[src/rtl/alu_pkg.sv]
// rtl/alu_pkg.sv - shared opcodes and state encoding for the ALU responder
package alu_pkg;

   localparam logic [2:0] OP_ADD = 3'b000;
   localparam logic [2:0] OP_SUB = 3'b001;
   localparam logic [2:0] OP_MUL = 3'b010;
   localparam logic [2:0] OP_DIV = 3'b011;
   localparam logic [2:0] OP_MOD = 3'b100;

   typedef enum logic [1:0] {
      ST_IDLE = 2'd0,
      ST_CALC = 2'd1,
      ST_DONE = 2'd2
   } state_t;

   function automatic logic is_iter_op(input logic [2:0] op);
      return (op == OP_MUL) || (op == OP_DIV) || (op == OP_MOD);
   endfunction

endpackage

[src/rtl/alu_seq_resp_if.sv]
// rtl/alu_seq_resp_if.sv - request/response channel bundle of the ALU responder
interface alu_seq_resp_if #(
   parameter int WIDTH = 8,
   parameter int RES_W = 4 * WIDTH
);
   logic             in_valid;
   logic             in_ready;
   logic [2:0]       in_op;
   logic [WIDTH-1:0] in_a;
   logic [WIDTH-1:0] in_b;
   logic             out_valid;
   logic             out_ready;
   logic [RES_W-1:0] out_res;
   logic             out_err;

   modport master (
      output in_valid, in_op, in_a, in_b, out_ready,
      input  in_ready, out_valid, out_res, out_err
   );

   modport slave (
      input  in_valid, in_op, in_a, in_b, out_ready,
      output in_ready, out_valid, out_res, out_err
   );
endinterface

[src/rtl/alu_iter_core.sv]
// rtl/alu_iter_core.sv - shift-add multiply and restoring divide datapath
// Next-step values are exported so the top can register the final result on the last step edge.
module alu_iter_core #(
   parameter int WIDTH = 8
) (
   input  logic               clk,
   input  logic               rst_n,
   input  logic               start,
   input  logic               op_is_mul,
   input  logic               step,
   input  logic [WIDTH-1:0]   a,
   input  logic [WIDTH-1:0]   b,
   output logic [2*WIDTH-1:0] prod_next,
   output logic [WIDTH-1:0]   quo_next,
   output logic [WIDTH-1:0]   rem_next
);

   logic               is_mul;
   logic [2*WIDTH-1:0] acc;
   logic [2*WIDTH-1:0] mcand;
   logic [WIDTH-1:0]   sreg;      // multiplier bits (MUL) or dividend/quotient bits (DIV)
   logic [WIDTH:0]     rem;
   logic [WIDTH-1:0]   divisor;

   logic [2*WIDTH-1:0] acc_n;
   logic [WIDTH:0]     shifted;
   logic [WIDTH+1:0]   diff;
   logic               fits;
   logic [WIDTH:0]     rem_n;
   logic [WIDTH-1:0]   quo_n;

   always_comb begin
      acc_n   = sreg[0] ? (acc + mcand) : acc;
      shifted = {rem[WIDTH-1:0], sreg[WIDTH-1]};
      diff    = {1'b0, shifted} - {2'b00, divisor};
      fits    = ~diff[WIDTH+1];
      rem_n   = fits ? diff[WIDTH:0] : shifted;
      quo_n   = {sreg[WIDTH-2:0], fits};
   end

   assign prod_next = acc_n;
   assign quo_next  = quo_n;
   assign rem_next  = rem_n[WIDTH-1:0];

   always_ff @(posedge clk or negedge rst_n) begin
      if (!rst_n) begin
         is_mul  <= 1'b0;
         acc     <= '0;
         mcand   <= '0;
         sreg    <= '0;
         rem     <= '0;
         divisor <= '0;
      end else if (start) begin
         is_mul  <= op_is_mul;
         acc     <= '0;
         mcand   <= {{WIDTH{1'b0}}, a};
         sreg    <= op_is_mul ? b : a;
         rem     <= '0;
         divisor <= b;
      end else if (step) begin
         if (is_mul) begin
            acc   <= acc_n;
            mcand <= mcand << 1;
            sreg  <= sreg >> 1;
         end else begin
            rem   <= rem_n;
            sreg  <= quo_n;
         end
      end
   end

endmodule

[src/rtl/alu_seq_resp.sv]
// rtl/alu_seq_resp.sv - multicycle ALU responder: FSM, handshakes and result registers
module alu_seq_resp
   import alu_pkg::*;
#(
   parameter int WIDTH = 8,
   parameter int RES_W = 4 * WIDTH
) (
   input  logic          clk,
   input  logic          rst_n,
   alu_seq_resp_if.slave bus
);

   localparam int CW = $clog2(WIDTH);

   state_t             state;
   logic               armed;
   logic [CW-1:0]      cnt;
   logic [2:0]         op_q;
   logic               accept;
   logic               div_zero;
   logic               start;
   logic [2*WIDTH-1:0] prod_next;
   logic [WIDTH-1:0]   quo_next;
   logic [WIDTH-1:0]   rem_next;
   logic [RES_W-1:0]   calc_res;

   // armed keeps in_ready low while reset is held even though state sits in IDLE
   assign bus.in_ready  = armed && (state == ST_IDLE);
   assign bus.out_valid = (state == ST_DONE);

   assign accept   = bus.in_valid && bus.in_ready;
   assign div_zero = ((bus.in_op == OP_DIV) || (bus.in_op == OP_MOD)) && (bus.in_b == '0);
   assign start    = accept && is_iter_op(bus.in_op) && !div_zero;

   alu_iter_core #(.WIDTH(WIDTH)) u_core (
      .clk       (clk),
      .rst_n     (rst_n),
      .start     (start),
      .op_is_mul (bus.in_op == OP_MUL),
      .step      (state == ST_CALC),
      .a         (bus.in_a),
      .b         (bus.in_b),
      .prod_next (prod_next),
      .quo_next  (quo_next),
      .rem_next  (rem_next)
   );

   always_comb begin
      calc_res = '0;
      case (op_q)
         OP_MUL:  calc_res = RES_W'(prod_next);
         OP_DIV:  calc_res = RES_W'(quo_next);
         default: calc_res = RES_W'(rem_next);
      endcase
   end

   always_ff @(posedge clk or negedge rst_n) begin
      if (!rst_n) begin
         state       <= ST_IDLE;
         armed       <= 1'b0;
         cnt         <= '0;
         op_q        <= '0;
         bus.out_res <= '0;
         bus.out_err <= 1'b0;
      end else begin
         armed <= 1'b1;
         case (state)
            ST_IDLE: begin
               if (accept) begin
                  op_q <= bus.in_op;
                  if (start) begin
                     cnt   <= CW'(WIDTH - 1);
                     state <= ST_CALC;
                  end else begin
                     state <= ST_DONE;
                     case (bus.in_op)
                        OP_ADD: begin
                           bus.out_res <= RES_W'(bus.in_a) + RES_W'(bus.in_b);
                           bus.out_err <= 1'b0;
                        end
                        OP_SUB: begin
                           bus.out_res <= RES_W'(bus.in_a) - RES_W'(bus.in_b);
                           bus.out_err <= 1'b0;
                        end
                        OP_DIV, OP_MOD: begin
                           bus.out_res <= '1;
                           bus.out_err <= 1'b1;
                        end
                        default: begin
                           bus.out_res <= '0;
                           bus.out_err <= 1'b1;
                        end
                     endcase
                  end
               end
            end
            ST_CALC: begin
               if (cnt == '0) begin
                  bus.out_res <= calc_res;
                  bus.out_err <= 1'b0;
                  state       <= ST_DONE;
               end else begin
                  cnt <= cnt - CW'(1);
               end
            end
            ST_DONE: begin
               if (bus.out_ready) state <= ST_IDLE;
            end
            default: state <= ST_IDLE;
         endcase
      end
   end

endmodule

[src/flat_wrapper.sv]
// flat-port wrapper written by rule: the top's interface ports become plain ports
module alu_seq_resp_flat import alu_pkg::*;
#(
   parameter int WIDTH = 8,
   parameter int RES_W = 4 * WIDTH
)
  (clk, rst_n, bus_in_valid, bus_in_op, bus_in_a, bus_in_b, bus_out_ready, bus_in_ready, bus_out_valid, bus_out_res, bus_out_err);
  alu_seq_resp_if #(.WIDTH(WIDTH), .RES_W(RES_W)) bus_i ();
  input  logic clk;
  input  logic rst_n;
  input wire logic [$bits(bus_i.in_valid)-1:0] bus_in_valid;
  input wire logic [$bits(bus_i.in_op)-1:0] bus_in_op;
  input wire logic [$bits(bus_i.in_a)-1:0] bus_in_a;
  input wire logic [$bits(bus_i.in_b)-1:0] bus_in_b;
  input wire logic [$bits(bus_i.out_ready)-1:0] bus_out_ready;
  output wire logic [$bits(bus_i.in_ready)-1:0] bus_in_ready;
  output wire logic [$bits(bus_i.out_valid)-1:0] bus_out_valid;
  output wire logic [$bits(bus_i.out_res)-1:0] bus_out_res;
  output wire logic [$bits(bus_i.out_err)-1:0] bus_out_err;
  assign bus_i.in_valid = bus_in_valid;
  assign bus_i.in_op = bus_in_op;
  assign bus_i.in_a = bus_in_a;
  assign bus_i.in_b = bus_in_b;
  assign bus_i.out_ready = bus_out_ready;
  assign bus_in_ready = bus_i.in_ready;
  assign bus_out_valid = bus_i.out_valid;
  assign bus_out_res = bus_i.out_res;
  assign bus_out_err = bus_i.out_err;
  alu_seq_resp #(.WIDTH(WIDTH), .RES_W(RES_W)) u_core (.clk(clk), .rst_n(rst_n), .bus(bus_i));
endmodule
[config.mk]
export PLATFORM = sky130hd
export DESIGN_NAME = alu_seq_resp_flat
export DESIGN_NICKNAME = d
export VERILOG_FILES = /design/src/rtl/alu_pkg.sv /design/src/rtl/alu_seq_resp_if.sv /design/src/rtl/alu_iter_core.sv /design/src/rtl/alu_seq_resp.sv /design/src/flat_wrapper.sv
export SDC_FILE = /design/constraint.sdc
export NUM_CORES = 1
export LEC_CHECK = 0
export CORE_MARGIN = 2
export CORE_UTILIZATION = 50
export DETAILED_ROUTE_END_ITERATION = 7
export DONT_BUFFER_PORTS = 1
export SYNTH_ARGS = -nofsm -noshare
export SYNTH_HDL_FRONTEND = slang
export SYNTH_SLANG_ARGS = --single-unit
[constraint.sdc]
create_clock -name clk -period 7.6 [get_ports clk]
set_input_delay 1.52 -clock clk [delete_from_list [all_inputs] [get_ports clk]]
set_output_delay 1.52 -clock clk [all_outputs]
set_load 0.02 [all_outputs]
==> metrics.md, run 1 <==
| Metric | Value |
|---|---|
| Post-cts resize count | `0` |
| CP endpoint kind | `flip-flop` |
| Worst R2R End | `u_core.bus.out_res[4]` |
| GR met1 Demand/Resource | `37.0%` |
| #FFs+latches synth | `84` |
| WL final | `16300 µm` |
| Worst Tran Pin Value | `0.901 ns` |
| Clock root buffer | `clkbuf_16` |
| Vias per Instance | `6.17` |
| Total of max-cap violations | `0` |
| Mapped cell area | `6040 µm²` |
| Commonest non-fill, non-tap cells in the layout | `83 x dfrtp_1, 80 x nand2_1, 67 x nor2_1` |
| Cells after DPL | `811` |
| Synth async-reset ratio | `100%` |
| Hpwl dp | `12100 µm` |
| TritonCTS clock tree | `built` |
| Worst hold endpoint | `u_core.u_core.divisor[7]` |
| Crit path max fanout | `9` |
| Largest net degree at the start of global routing | `85` |
| Antenna Nets Post-Route | `0` |
| Antenna cells | `0` |
| Hold path depth | `2` |
| Worst IR Drop VDD | `0.190 mV` |
| Crit start category | `primary input` |
| Max-slew violation count | `0` |
| Wire per inst | `19.7 µm` |
| Most common cell after layout, fill and taps aside | `dfrtp_1` |
| Vias | `5105` |
| Hold Startpoint | `u_core.u_core.divisor[7]` |
| Fin Setup TNS | `0 ns` |
| Reg clk slew, reported paths | `0.07 ns` |
| Reg-to-Reg Start | `u_core.u_core.divisor[3]` |
| Register area | `2110 µm²` |
| Met3 Use GR | `4.52%` |
| Worst skew pair latency | `0.35 ns` |
| Worst Clk Skew | `0.00581 ns` |
| Initial antenna violation count | `0` |
| Net count after synthesis | `778` |
| Sequential element share of the synthesized area | `34.8%` |
| Worst hold path class | `reg2reg` |
| Number of global-route vias before repair | `5030` |
| Die Wd | `114 µm` |
| Core area | `11900 µm²` |
| Slew margin rel. | `39.9%` |
| Fill count | `1118` |
| Buffers added on ports | `0` |
| Fin crit share | `48.4%` |
| FF-to-FF setup slack | `4.50 ns` |
| RSZ-0062 raised after global routing | `false` |
| GR peak layer | `met2` |
| Chip Height | `114 µm` |
| Fraction of layout cells with a size suffix above 1 | `5.15%` |
| Postcts setup bufs | `0` |
| Setup violators final | `0` |
| Reg2reg path depth | `9` |
| Met2 Use GR | `43.0%` |
| YS warnings | `0` |
| P_leak | `2.77 nW` |
| Final GP Congestion | `0.935` |
| Status | `finished, final reports clean` |
| First-pass GRT wire length | `27000 µm` |
| Min Tclk post-route | `3.68 ns` |
| Syn avg cell area | `8.51 µm²` |
| H-tree Lvls | `3` |
| Final Hold Viols | `0` |
| Area occupied by multi-input gates | `3550 µm²` |
| Critical path data arrival time | `3.91 ns` |
| Gate Count Post-Synth | `710` |
| Worst setup path class | `in2reg` |
| Initial Utilization | `50.7%` |
| Num CTS Buffers | `9` |
| Synth unique cells | `75` |
| Gr usage total | `26.8%` |
| Max Freq | `0.272 GHz` |
| Power Dens Cells | `442 nW/µm²` |
| Nets | `743` |
| Post-synth EDFFs | `0` |
| I/O pin total | `58` |
| CTS sink cnt | `84` |
| Row count | `40` |
| Max Root-Sink Buffers | `2` |
| CTS Hold Bufs | `0` |
| Die area | `13000 µm²` |
| P&R area growth vs syn | `5.11%` |
| Total grt overflow | `0` |
| Final Non-Filler Cells | `827` |
| 1st-iter DRT viols | `522` |
| DRC | `0` |
| Most used DFF post-synth | `dfrtp_1` |
| 1st-pass router iterations | `5` |
| WP data required | `7.83 ns` |
-- power breakdown --
part	internal [W]	switching [W]	total [W]
sequential	0.000649	0.000347	0.000996
clock	0.000330	0.000195	0.000525
combinational	0.000545	0.000744	0.00129
-- kinds of logic after synthesis --
kind of cell | count (synthesis) | synth area share [%]
adder cells (fa/ha/maj) | 45 | 9.81
buffers and inverters | 87 | 6.60
XOR/XNOR | 22 | 3.19
flip-flops | 84 | 34.8
other | 1 | 0.0621
AO/OA/AOI/OAI | 221 | 23.9
AND/OR/NAND/NOR | 226 | 17.6
multiplexers | 24 | 4.02
-- cells in the mapped netlist (11+ instances only) --
| library cell | count | share of area (%) |
|---|---|---|
| inv_1 | 37 | 2.3 |
| o21ai_0 | 67 | 5.5 |
| a21oi_1 | 47 | 3.9 |
| nand2_1 | 80 | 5.0 |
| xnor2_1 | 14 | 2.0 |
| mux2i_1 | 22 | 3.6 |
| a211oi_1 | 11 | 1.4 |
| nor3_1 | 18 | 1.5 |
| buf_4 | 16 | 2.0 |
| ha_1 | 41 | 8.5 |
| clkbuf_1 | 27 | 1.7 |
| dfrtp_1 | 84 | 35 |
| nor2_1 | 67 | 4.2 |
| nor2b_1 | 12 | 1.2 |
-- worst max-delay path, stage by stage --
cell	delay, ns
inv_1	0.03
ha_1	0.20
fa_1	0.40
nor2b_1	0.17
o31a_1	0.18
o31a_1	0.16
o21ai_0	0.11
a311oi_2	0.69
a21oi_1	0.12
or3_1	0.32
-- through the flow --
step	total power [W]	utilization (%)	hold slack [ns]	worst slack, ns	cell area (µm²)
2_1_floorplan	0.00201	-	0.450	4.03	6040
3_3_place_gp	0.00225	50.4	0.467	3.61	6000
3_5_place_dp	0.00228	50.4	0.484	3.58	6000
4_1_cts	0.00281	53.3	0.498	3.95	6350
5_1_grt	0.00303	53.3	0.531	3.78	6350
6_report	0.00281	53.3	0.487	3.92	6350
-- layout make-up --
type                            instances  share of cell area, %
Sequential cell                        84                   33.1
Timing Repair Buffer                    3                  0.355
Inverter                               38                   2.25
Tap cell                              147                   2.90
Clock buffer                           10                   3.76
Clock inverter                          6                   1.75
Multi-Input combinational cell        539                   55.8
-- state kept, by name (all words and copies together), names as in the netlist, 3 cells and up --
register / cells
u_core.u_core.sreg: 8
u_core.cnt: 3
u_core.u_core.acc: 16
u_core.u_core.divisor: 8
u_core.u_core.mcand: 16
u_core.op_q: 3
u_core.u_core.rem: 8
u_core.bus.out_res: 17
-- worst max path at each step --
stage	start	endpoint	slack [ns]	cells past startpoint
6_report	bus_in_a[0]	u_core.bus.out_res[15]	3.92	10
4_1_cts	bus_in_a[0]	u_core.bus.out_res[15]	3.95	10
2_1_floorplan	bus_in_a[0]	u_core.bus.out_res[15]	4.03	10
5_1_grt	bus_in_a[0]	u_core.bus.out_res[15]	3.78	10
3_5_place_dp	bus_in_a[0]	u_core.bus.out_res[15]	3.58	10
3_3_place_gp	bus_in_a[0]	u_core.bus.out_res[15]	3.61	10
-- metal layers --
layer | part of all wire (%) | wire, µm | vias to the layer above
met1 | 46 | 7440 | 2459
met5 | 0 | 0 | -
met2 | 47 | 7610 | 173
met3 | 5.9 | 964 | 22
met4 | 1.8 | 296 | 0
li1 | - | - | 2451
Power figures use the tool's default switching activity.
==> run 2: changes to the inputs <==
- PLACE_DENSITY: not set -> 0.68
- clock period: 7.6 -> 3.35 ns (I/O delays scaled with it)
==> metrics.md, run 2 (synthesized netlist as in run 1, its figures left out) <==
| Metric | Value |
|---|---|
| Status | `finished, final reports clean` |
| Worst IR Drop VDD | `0.388 mV (+100%)` |
| Largest registers | `u_core.bus.out_res: 17 flops, u_core.u_core.acc: 16 flops, u_core.u_core.mcand: 16 flops` |
| Fill count | `1134 (+1.4%)` |
| Worst Tran Pin Value | `0.898 ns (-0.00361 ns)` |
| Max Freq | `0.349 GHz` |
| P&R area growth vs syn | `5.40%` |
| WL final | `16000 µm (-1.8%)` |
| Fraction of layout cells with a size suffix above 1 | `5.40% (+0.25 points)` |
| Initial antenna violation count | `0 (unchanged)` |
| Fin Setup TNS | `0 ns (unchanged)` |
| Initial Utilization | `50.7% (unchanged)` |
| 1st-pass router iterations | `5 (unchanged)` |
| Num CTS Buffers | `9 (unchanged)` |
| WP data required | `3.57 ns (-4.26 ns)` |
| P_leak | `2.79 nW (+0.55%)` |
| Worst Clk Skew | `0.00820 ns (+0.00240 ns)` |
| Largest reg by FF count | `u_core.bus.out_res` |
| CTS Hold Bufs | `0 (unchanged)` |
| Wire per inst | `19.2 µm (-2.4%)` |
| Chip Height | `114 µm (unchanged)` |
| Area occupied by multi-input gates | `3550 µm² (unchanged)` |
| Vias per Instance | `6.25 (+1.2%)` |
| Register area | `2110 µm² (unchanged)` |
| Min Tclk post-route | `2.87 ns` |
| Final GP Congestion | `0.889 (-4.9%)` |
| Row count | `40 (unchanged)` |
| Post-cts resize count | `0 (unchanged)` |
| RSZ-0062 raised after global routing | `false` |
| I/O pin total | `58 (unchanged)` |
| Die area | `13000 µm² (unchanged)` |
| First-pass GRT wire length | `26500 µm (-2.1%)` |
| Buffers added on ports | `0 (unchanged)` |
| Most common cell after layout, fill and taps aside | `dfrtp_1` |
| Total power draw | `0.00630 W (+120%)` |
| Commonest non-fill, non-tap cells in the layout | `83 x dfrtp_1, 80 x nand2_1, 67 x nor2_1` |
| Power Dens Cells | `989 nW/µm² (+120%)` |
| CP endpoint kind | `flip-flop` |
| Clock root buffer | `clkbuf_16` |
| H-tree Lvls | `3 (unchanged)` |
| Fin crit share | `85.6%` |
| Die Wd | `114 µm (unchanged)` |
| Worst skew pair latency | `0.34 ns (about the same)` |
| Max Root-Sink Buffers | `2 (unchanged)` |
| Antenna cells | `0 (unchanged)` |
| Largest register FFs | `17 (unchanged)` |
| Number of global-route vias before repair | `5044 (+0.28%)` |
| 1st-iter DRT viols | `368 (-30%)` |
| Crit start category | `flip-flop` |
| Critical path data arrival time | `3.09 ns (-0.82 ns)` |
| Nets | `749 (+0.81%)` |
| Slew margin rel. | `40.2% (+0.24 points)` |
| TritonCTS clock tree | `built` |
| FF-to-FF setup slack | `0.48 ns (-4.02 ns)` |
| Worst setup path class | `reg2reg` |
| Postcts setup bufs | `0 (unchanged)` |
| Gr usage total | `26.1% (-0.65 points)` |
| Core area | `11900 µm² (unchanged)` |
| Final Hold Viols | `0 (unchanged)` |
| Worst hold path class | `in2async` |
| Crit path max fanout | `11 (+2)` |
| Hpwl dp | `12100 µm (-0.26%)` |
| Reg clk slew, reported paths | `0.06 ns (about the same)` |
| Total grt overflow | `0 (unchanged)` |
| DRC | `0 (unchanged)` |
| Largest net degree at the start of global routing | `85 (unchanged)` |
| Total of max-cap violations | `0 (unchanged)` |
| Antenna Nets Post-Route | `0 (unchanged)` |
| Vias | `5196 (+1.8%)` |
| Setup violators final | `0 (unchanged)` |
| CTS sink cnt | `84 (unchanged)` |
| Max-slew violation count | `0 (unchanged)` |
## run 2: cell count changes in the layout (fill, tap and decap cells not counted)
cell	before	now
buf_4	3	8
clkbuf_1	0	3
buf_12	0	1
bufinv_16	3	2
clkinv_2	1	0
clkinv_4	1	0
clkinvlp_4	1	0
## run 2: per-stage QoR
step	instances	instance area [µm²]	hold slack [ns]	util, %	setup WS [ns]
after detailed placement	817	6060	0.376	50.9	0.512
after CTS	832	6370	0.00951	53.5	0.512
after global placement	817	6060	0.376	50.9	0.561
after floorplan	710	6040	0.374	-	0.628
final	832	6370	0.0183	53.5	0.482
after global routing	832	6370	0.00926	53.5	0.216
## run 2: path summary, 6_finish.rpt
check | startpoint | endpoint | cells past startpoint
worst min register to register | u_core.u_core.divisor[6] | u_core.u_core.divisor[6] | 2
min in group clk | bus_in_a[3] | u_core.u_core.mcand[3] | 2
worst max-delay path | u_core.u_core.rem[1] | u_core.bus.out_res[4] | 8
max in group asynchronous | rst_n | u_core.u_core.mcand[4] | 0
worst min-delay path | rst_n | u_core.bus.out_res[13] | 0
worst max register to register | u_core.u_core.rem[1] | u_core.bus.out_res[4] | 8
## run 2: routing by layer
metal  up-vias  wire, µm  global-route usage (%)
li1       2464         -                       -
met2       212      7070                    39.0
met5         -         0                       0
met1      2480      7250                    36.6
met3        40      1200                    6.11
met4         0       498                    10.7
## run 2: power breakdown
group          switching [W]  internal (W)  total, W  leakage [nW]
Clock               0.000396      0.000671   0.00107         0.150
Combinational        0.00176       0.00126   0.00302          1.60
Sequential          0.000733       0.00147   0.00221          1.04
## run 2: critical path, stage by stage, from the launching register on
cell,delay (ns)
dfrtp_1,0.40
ha_1,0.36
o21a_1,0.14
o31ai_1,0.10
a211oi_1,0.51
or2_1,0.51
mux2i_1,0.29
nor3_1,0.07
o32a_1,0.37
## run 2: cell type report
cell class                 count  area share, %
inverter                      38           2.24
clock buffer                  13           3.93
sequential                    84           33.1
clock inverter                 2          0.943
tap                          147           2.89
timing repair buffer           9           1.26
multi-input combinational    539           55.7
==> run 3: changes to the inputs <==
- ABC_AREA: not set -> 1
==> metrics.md, run 3 <==
| Metric | Value |
|---|---|
| Final Hold Viols | `0 (unchanged)` |
| Count leader, synth | `nand2_1` |
| Clk pwr share | `14.6% (-2.3 points)` |
| Min Tclk post-route | `2.42 ns (-0.445 ns)` |
| 1st-iter DRT viols | `463 (+26%)` |
| Hold Slack | `0.0213 ns (+0.00303 ns)` |
| Total grt overflow | `0 (unchanged)` |
| YS warnings | `0 (unchanged)` |
| Vias per Instance | `5.50 (-12%)` |
| Comb pwr share | `53.4% (+5.4 points)` |
| Worst R2R End | `u_core.u_core.mcand[6]` |
| Die area | `13500 µm² (+4.1%)` |
| Internal power | `0.00321 W (-5.8%)` |
| Vias | `5743 (+11%)` |
| Largest reg by FF count | `u_core.bus.out_res` |
| Setup crit end | `u_core.u_core.mcand[6]` |
| I/O pin total | `58 (unchanged)` |
| WL final | `16800 µm (+4.9%)` |
| #FFs+latches synth | `84 (unchanged)` |
| Die Wd | `116 µm (+2.0%)` |
| Clock root buffer | `clkbuf_16` |
| Worst IR Drop VDD | `0.422 mV (+8.6%)` |
| Sw Share | `51.6% (+5.7 points)` |
| WP data required | `3.61 ns (+0.04 ns)` |
| Sequential element share of the synthesized area | `33.4% (-1.4 points)` |
| Flop pwr share | `32.0% (-3.0 points)` |
| CP cell instances | `nor3b_2 -> nand2_2 -> a21oi_4 -> nand2_4 -> inv_8 -> nor2_8 -> nor2_8 -> buf_4 -> nor2_1 -> a31oi_1` |
| CTS sink cnt | `84 (unchanged)` |
| Gate Count Post-Synth | `886 (+25%)` |
| Initial Utilization | `50.5% (-0.19 points)` |
| Wire per inst | `16.1 µm (-16%)` |
| Largest net degree at the start of global routing | `85 (unchanged)` |
| Initial antenna violation count | `0 (unchanged)` |
| Setup violators final | `0 (unchanged)` |
| Crit path max fanout | `20 (+9)` |
| Dominant cells by area after synthesis | `dfrtp_1 33%, nand2_1 13%, ha_1 8.1%` |
| Post-synth EDFFs | `0 (unchanged)` |
| Max Root-Sink Buffers | `2 (unchanged)` |
| Worst setup path class | `reg2reg` |
| Num CTS Buffers | `9 (unchanged)` |
| CP peak stage delay | `0.47 ns (-0.04 ns)` |
| Gr usage total | `26.3% (+0.17 points)` |
| Largest register FFs | `17 (unchanged)` |
| Hpwl dp | `12900 µm (+6.8%)` |
| CP endpoint kind | `flip-flop` |
| Critical path data arrival time | `2.69 ns (-0.40 ns)` |
| DRC | `0 (unchanged)` |
| Post-cts resize count | `0 (unchanged)` |
| Core area | `12500 µm² (+4.7%)` |
| Max-slew violation count | `0 (unchanged)` |
| Commonest cells in the netlist | `223 x nand2_1, 121 x inv_1, 97 x nand3_1, 84 x dfrtp_1, 66 x o21ai_0` |
| Setup ws final | `0.927 ns (+0.445 ns)` |
| Buffers added on ports | `0 (unchanged)` |
| Area leader, netlist | `dfrtp_1` |
| Power Dens Cells | `1000 nW/µm² (+1.2%)` |
| Number of global-route vias before repair | `5359 (+6.2%)` |
| FF-to-FF setup slack | `0.93 ns (+0.44 ns)` |
| Most used DFF post-synth | `dfrtp_1` |
| Worst Clk Skew | `0.0113 ns (+0.00306 ns)` |
| First-pass GRT wire length | `27500 µm (+4.0%)` |
| Fraction of layout cells with a size suffix above 1 | `5.50% (+0.097 points)` |
| P_leak | `3.32 nW (+19%)` |
| Postcts setup bufs | `0 (unchanged)` |
| Most common cell after layout, fill and taps aside | `nand2_1` |
| 1st-pass router iterations | `5 (unchanged)` |
| Fin crit share | `72.3% (-13 points)` |
| Reg-to-Reg Start | `u_core.state[0]` |
| Pre-CTS setup slack | `0.881 ns (+0.369 ns)` |
| RSZ-0062 raised after global routing | `false` |
| TritonCTS clock tree | `built` |
| Status | `finished, final reports clean` |
| Synth top area share | `33.4% (-1.4 points)` |
| Reg clk slew, reported paths | `0.07 ns (about the same)` |
| Cell family with most CP delay | `simple AND/OR/NAND/NOR gates` |
| CP bufs+invs | `2 (+2)` |
| CTS Hold Bufs | `0 (unchanged)` |
| Most frequent CP cell | `nor2_8` |
| Worst skew pair latency | `0.35 ns (about the same)` |
| Net count after synthesis | `954 (+23%)` |
| Total of max-cap violations | `0 (unchanged)` |
| Syn avg cell area | `7.11 µm² (-16%)` |
| Synth unique cells | `44 (-41%)` |
| Chip Height | `116 µm (+2.0%)` |
| Max Freq | `0.413 GHz (+18%)` |
| Antenna cells | `0 (unchanged)` |
| Fill count | `1237 (+9.1%)` |
| Antenna Nets Post-Route | `0 (unchanged)` |
| Worst hold path class | `in2async` |
| CP max stage cell | `nor3b_2` |
| Reg2reg path depth | `10 (+2)` |
| Largest registers | `u_core.bus.out_res: 17 flops, u_core.u_core.acc: 16 flops, u_core.u_core.mcand: 16 flops` |
| Final GP Congestion | `0.940 (+5.7%)` |
| Crit start category | `flip-flop` |
| Commonest non-fill, non-tap cells in the layout | `223 x nand2_1, 121 x inv_1, 97 x nand3_1` |
| Slew margin rel. | `40.5% (+0.31 points)` |
| Mapped cell area | `6300 µm² (+4.3%)` |
| P&R area growth vs syn | `5.16%` |
| Nets | `936 (+25%)` |
| Fin Setup TNS | `0 ns (unchanged)` |
| Synth async-reset ratio | `100% (unchanged)` |
| Crit path from | `u_core.state[0]` |
| Instance count on the critical path | `10 (+2)` |
| Switching pwr | `0.00342 W (+18%)` |
| H-tree Lvls | `3 (unchanged)` |
| Worst Tran Pin Value | `0.893 ns (-0.00469 ns)` |
| Row count | `41 (+2.5%)` |
[run 3: worst min path at each step]
| stage | start | to | slack [ns] | depth (start not counted) |
|---|---|---|---|---|
| floorplan | rst_n | u_core.armed | 0.37 | 0 |
| global placement | rst_n | u_core.u_core.rem[0] | 0.38 | 0 |
| finish | rst_n | u_core.u_core.rem[0] | 0.02 | 0 |
| detailed placement | rst_n | u_core.u_core.rem[0] | 0.38 | 0 |
| CTS | rst_n | u_core.u_core.sreg[7] | 0.01 | 0 |
| global route | rst_n | u_core.u_core.rem[0] | 0.008 | 0 |
[run 3: power by group through the flow]
| stage | registers (W) | clock network, W | logic (W) |
|---|---|---|---|
| floorplan | 0.00188 | 0 | 0.00297 |
| global placement | 0.00213 | 0 | 0.00349 |
| detailed placement | 0.00213 | 0 | 0.00350 |
| CTS | 0.00212 | 0.000971 | 0.00352 |
| global route | 0.00219 | 0.00102 | 0.00405 |
| finish | 0.00212 | 0.000965 | 0.00354 |
[run 3: final cells by class]
class,count,area (µm²),area share (%)
multi-input cells,639,3480,52.6
flip-flops and latches,84,2110,31.8
well taps,172,215,3.25
inverters,127,484,7.31
clock inverters,6,46.3,0.699
repair buffers,7,52.6,0.793
clock buffers,10,239,3.61
[run 3: per-stage QoR]
stage | area [µm²] | power [W] | instances | util [%]
final | 6630 | 0.00663 | 1045 | 53.2
after global routing | 6630 | 0.00726 | 1045 | 53.2
after CTS | 6630 | 0.00661 | 1045 | 53.2
after detailed placement | 6340 | 0.00564 | 1029 | 50.9
after global placement | 6340 | 0.00562 | 1029 | 50.9
after floorplan | 6300 | 0.00486 | 886 | -
[run 3: cells by family (layout without fill, tap and decap cells)]
family	count (synthesis)	in the layout	synth area share, %
fa+ha+maj	45	45	9.41
other cells	1	1	0.0595
xor+xnor	6	6	0.834
flops	84	84	33.4
simple gates	416	416	29.9
compound gates	171	171	15.1
buf+inv	163	150	11.4
[run 3: per-layer routing]
metal  GRT usage [%]  wire length, µm  vias up
met5               0                0        -
met4            9.37              405        0
met3            4.72              814       28
met2            39.9             7510      168
met1            37.8             8080     2673
li1                -                -     2874
